==> config.mk <==
export PLATFORM = sky130hd
export DESIGN_NAME = seq_recogniser_param
export DESIGN_NICKNAME = d
export VERILOG_FILES = /design/src/rtl/seq_recogniser_param.sv
export SDC_FILE = /design/constraint.sdc
export NUM_CORES = 1
export LEC_CHECK = 0
export CAP_MARGIN = 15
export CORE_ASPECT_RATIO = 2
export CORE_MARGIN = 10
export CORE_UTILIZATION = 40
export DETAILED_ROUTE_END_ITERATION = 8
export GPL_TIMING_DRIVEN = 0
export HOLD_SLACK_MARGIN = 0.15
export SYNTH_ARGS = -nofsm -noshare
export SYNTH_HDL_FRONTEND = slang
export SYNTH_SLANG_ARGS = --single-unit
==> constraint.sdc <==
create_clock -name clock -period 2.5 [get_ports clock]
set_input_delay 0.25 -clock clock [delete_from_list [all_inputs] [get_ports clock]]
set_output_delay 0.25 -clock clock [all_outputs]
set_load 0.01 [all_outputs]
==> src/rtl/seq_recogniser_param.sv <==
// Runtime-programmable serial pattern recogniser, 1..MAX_LEN bits.
// Define SEQREC_COUNT_EN to build the saturating matchCount register.
module seq_recogniser_param #(
  parameter int MAX_LEN = 8,
  parameter int CNT_W   = 8
) (
  input  logic                         clock,
  input  logic                         nReset,
  input  logic                         load,
  input  logic [MAX_LEN-1:0]           patternIn,
  input  logic [$clog2(MAX_LEN+1)-1:0] lenIn,
  input  logic                         overlap,
  input  logic                         valid,
  input  logic                         dataIn,
  output logic                         matchAll,
  output logic                         armed,
  output logic [CNT_W-1:0]             matchCount
);

  localparam int LW = $clog2(MAX_LEN+1);

  typedef enum logic {UNLOADED, RUN} state_t;

  state_t             r_state;
  logic [MAX_LEN-1:0] r_pat;
  logic [LW-1:0]      r_len;
  // Oldest history bit can never reach a len<=MAX_LEN candidate.
  logic [MAX_LEN-2:0] r_hist;
  logic [LW-1:0]      r_fill;
  logic               r_match;

  logic [MAX_LEN-1:0] w_mask;
  logic [MAX_LEN-1:0] w_cand;
  logic [LW:0]        w_fill1;
  logic               w_legal;
  logic               w_hit;

  always_comb begin
    w_mask = '0;
    for (int i = 0; i < MAX_LEN; i++)
      w_mask[i] = (i < int'(r_len));
  end

  assign w_cand  = {r_hist, dataIn} & w_mask;
  assign w_fill1 = {1'b0, r_fill} + (LW+1)'(1);
  assign w_legal = (lenIn != '0) &&
                   (lenIn <= LW'(MAX_LEN));
  assign w_hit   = (r_state == RUN) && valid &&
                   !load &&
                   (w_fill1 >= {1'b0, r_len}) &&
                   (w_cand == (r_pat & w_mask));

  always_ff @(posedge clock or negedge nReset) begin
    if (!nReset) begin
      r_state <= UNLOADED;
      r_pat   <= '0;
      r_len   <= '0;
      r_hist  <= '0;
      r_fill  <= '0;
      r_match <= 1'b0;
    end else if (load) begin
      r_hist  <= '0;
      r_fill  <= '0;
      r_match <= 1'b0;
      if (w_legal) begin
        r_state <= RUN;
        r_pat   <= patternIn;
        r_len   <= lenIn;
      end else begin
        r_state <= UNLOADED;
        r_pat   <= '0;
        r_len   <= '0;
      end
    end else if (r_state == RUN && valid) begin
      r_hist  <= w_cand[MAX_LEN-2:0] |
                 ({r_hist, dataIn} & ~w_mask)
                 ;
      r_match <= w_hit;
      if (w_hit && !overlap)
        r_fill <= '0;
      else if (r_fill != LW'(MAX_LEN))
        r_fill <= r_fill + LW'(1);
    end else begin
      r_match <= 1'b0;
    end
  end

  assign matchAll = r_match;
  assign armed    = (r_state == RUN);

`ifdef SEQREC_COUNT_EN
  logic [CNT_W-1:0] r_cnt;

  always_ff @(posedge clock or negedge nReset) begin
    if (!nReset)
      r_cnt <= '0;
    else if (load)
      r_cnt <= '0;
    else if (w_hit && r_cnt != '1)
      r_cnt <= r_cnt + CNT_W'(1);
  end

  assign matchCount = r_cnt;
`else
  assign matchCount = '0;
`endif

endmodule

==> impl_metrics.yaml <==
place:
  dp_hpwl_um: 2560
  dp.cells: 202
  gp_congestion: 0.8089
  numPortBuffers: 18
global_routing:
  grt_pass1_vias: 1245
  grt_first_pass_wirelength_um: 5526
  grt_use_total_pct: 11.33
  overflow: 0
  antenna_found_initial: 0
  grt_max_degree: 26
timing:
  finalSetupViolCount: 0
  skew_ns: 0.005231
  slew_headroom_pct: 58.17
  tightest_slew_ns: 0.6251
  period_share_pct: 97.06
  fmaxAchievable_mhz: 412.1
  min_period_ns: 2.426
  slew_viol_final: 0
  hold_viol_final: 0
worst_setup_path:
  cp_slowest_cell: "dfrtp_2"
  crit_type: "reg -> reg"
  crit_chain: "ha_4, xor2_1, ha_1, o21ai_0, o21ai_1, or4b_4, buf_4, o211ai_1, o22ai_1"
  endpoint_kind: "flip-flop"
  rrSetupSlack_ns: 0.07
  reg2regPathDepth: 9
  r2r-end: "r_fill[1]$_DFFE_PN0P_"
  critPathMaxFanout: 6
  reg2reg_from: "r_fill[0]$_DFFE_PN0P_"
  start_kind: "flip-flop"
  critPathMaxStageDelay_ns: 0.46
  arrival_ns: 2.58
  cpLargestDelayFamily: "compound AO/OA/AOI/OAI gates"
  cp.required_ns: 2.65
  cp_num_buf_inv: 1
clocking:
  clock_latency_ns: 0.27
  clock_sinks: 25
  htree_levels: 1
  cts_made_buffers: 3
  clk_pin_slew_ns: 0.09
  cts_tree: "yes"
  cts_max_path_buffers: 2
  cts.root.buffer_cell: "clkbuf_8"
cells_and_area:
  final_common_cell: "dfrtp_1"
  diodes: 0
  final_cells: 210
  area_growth_pct: 27.75
  final_core_util_pct: 52.25
  nets: 203
  layout_common_cells: "24 x dfrtp_1, 21 x nand2_1, 18 x clkdlybuf4s50_1"
  layout-drive-gt1-share_pct: 14.04
die:
  row_count: 30
  die_area_um2: 6295
  die_w_um: 61.33
  core-area_um2: 3341
  die_h_um: 102.7
  pin_count: 28
  initial_core_util_pct: 40.90
power:
  fin_total_pwr_mw: 0.8680
  ir_worst_vdd_mv: 0.5613
  p_leak_nw: 0.7907
  power_density_nw_per_um2: 497.3
route:
  dr.first_iter.drc_count: 24
  via_per_inst: 5.248
  drc_errors: 0
  drt_wl_total_um: 3292
  num_vias: 1102
  ant_nets: 0
  wl_per_cell_um: 15.68
  drtPass1Iterations: 4
synth:
  synth_area_leaders: "dfrtp_1 46%, nand2_1 5.8%, ha_1 5.5%, a22o_1 5.1%, buf_4 4.4%"
  syn_area_per_cell_um2: 9.423
  synth_area_um2: 1366
  synthArstFlopShare_pct: 100.0
  ys_types: 28
  ys_warn_count: 0
  synth_top_area_share_pct: 45.79
  netlist_instances: 145
  ys_seq_area_share_pct: 45.79
  yosys_register_bits: 25
  synth_ff_type: "dfrtp_1"
  yosysTopAreaCell: "dfrtp_1"
  synth_edf_count: 0
status:
  status: "finished clean"
worst_hold_path:
  hold_path.class: "in -> async"
flow_run:
  drv_cap: 0
registers in the layout, summed over array words and instances, names as in the netlist:
name and cells:
r_fill 4, r_len 4, matchAll 1, armed 1, r_hist 7, r_pat 8
metrics by stage:
| step | setup slack, ns | hold slack (ns) | setup TNS, ns | area [um2] |
|---|---|---|---|---|
| after floorplan | 0.2697 | -0.04559 | 0 | 1393 |
| after global placement | -0.1653 | 0.5046 | -0.5115 | 1613 |
| after detailed placement | -0.1748 | 0.5154 | -0.5671 | 1613 |
| after CTS | 0.01972 | 0.3441 | 0 | 1675 |
| after global routing | -0.02966 | 0.3909 | -0.05325 | 1745 |
| final | 0.07361 | 0.3452 | 0 | 1745 |
routing by layer:
layer	track usage (%)	share of wire [%]	up-vias
li1	-	-	550
met1	10.82	36	537
met2	22.63	61	11
met3	1.726	1.5	4
met4	3.540	1.1	0
met5	0	0	-
where the power goes:
part | switching, mW | total (mW) | leakage (nW) | internal, mW
Clock | 0.133 | 0.244 | 0.0255 | 0.112
Combinational | 0.0817 | 0.174 | 0.431 | 0.0923
Sequential | 0.0235 | 0.450 | 0.334 | 0.426
Total | 0.238 | 0.868 | 0.791 | 0.630
how the worst max path moves through the flow:
stage	cells after the start	startpoint	to	slack (ns)
2_1_floorplan	9	r_fill[0]$_DFFE_PN0P_	r_fill[1]$_DFFE_PN0P_	0.27
3_3_place_gp	8	dataIn	r_fill[1]$_DFFE_PN0P_	-0.17
3_5_place_dp	8	dataIn	r_fill[3]$_DFFE_PN0P_	-0.17
4_1_cts	9	r_fill[0]$_DFFE_PN0P_	r_fill[1]$_DFFE_PN0P_	0.02
5_1_grt	9	r_fill[0]$_DFFE_PN0P_	r_fill[3]$_DFFE_PN0P_	-0.03
6_report	9	r_fill[0]$_DFFE_PN0P_	r_fill[1]$_DFFE_PN0P_	0.07
final cells by class:
cell class              count  area (um2)
fillers                   328        1595
multi-input cells         103       686.9
flip-flops and latches     25       626.9
repair buffers             22       221.5
plain buffers              13       82.58
clock buffers               3       41.29
inverters                  11       41.29
well taps                  32       40.04
clock inverters             1       5.005
cell usage after synthesis (3+ instances only):
master    instances
dfrtp_1          25
nand2_1          21
inv_1            11
o21ai_0          10
a21oi_1           9
a22o_1            8
buf_4             8
ha_1              6
xor2_1            6
nor2_1            5
o211ai_1          5
xnor2_1           5
clkbuf_1          4
nand3_1           4
o22ai_1           3
worst reg2reg max path, stage by stage, from the launching register on:
cell and delay, ns:
dfrtp_2 0.46, ha_4 0.19, xor2_1 0.17, ha_1 0.29
o21ai_0 0.07, o21ai_1 0.15, or4b_4 0.46, buf_4 0.17
o211ai_1 0.25, o22ai_1 0.10
cells by family (layout without fill, tap and decap cells):
| logic type | count (synthesis) | in the layout | share of synthesized area, % |
|---|---|---|---|
| AOI/OAI and AO/OA | 43 | 43 | 21.34 |
| adders and majority gates | 6 | 6 | 5.494 |
| and+or+nand+nor | 35 | 35 | 11.17 |
| other | 1 | 8 | 0.2745 |
| DFF | 25 | 25 | 45.79 |
| xor gates and xnor gates | 11 | 11 | 7.051 |
| buffers and inverters | 24 | 50 | 8.882 |
repair_timing:
action / CTS / global route
endpoints found under the setup margin: 2 / 4
hold buffers: 0 / 0
setup buffers: 2 / 1
pin swaps: 0 / 5
gates resized for setup: 1 / 9
hold endpoints to repair: 0 / 0
cloned: 0 / 0
Power figures use the tool's default switching activity.
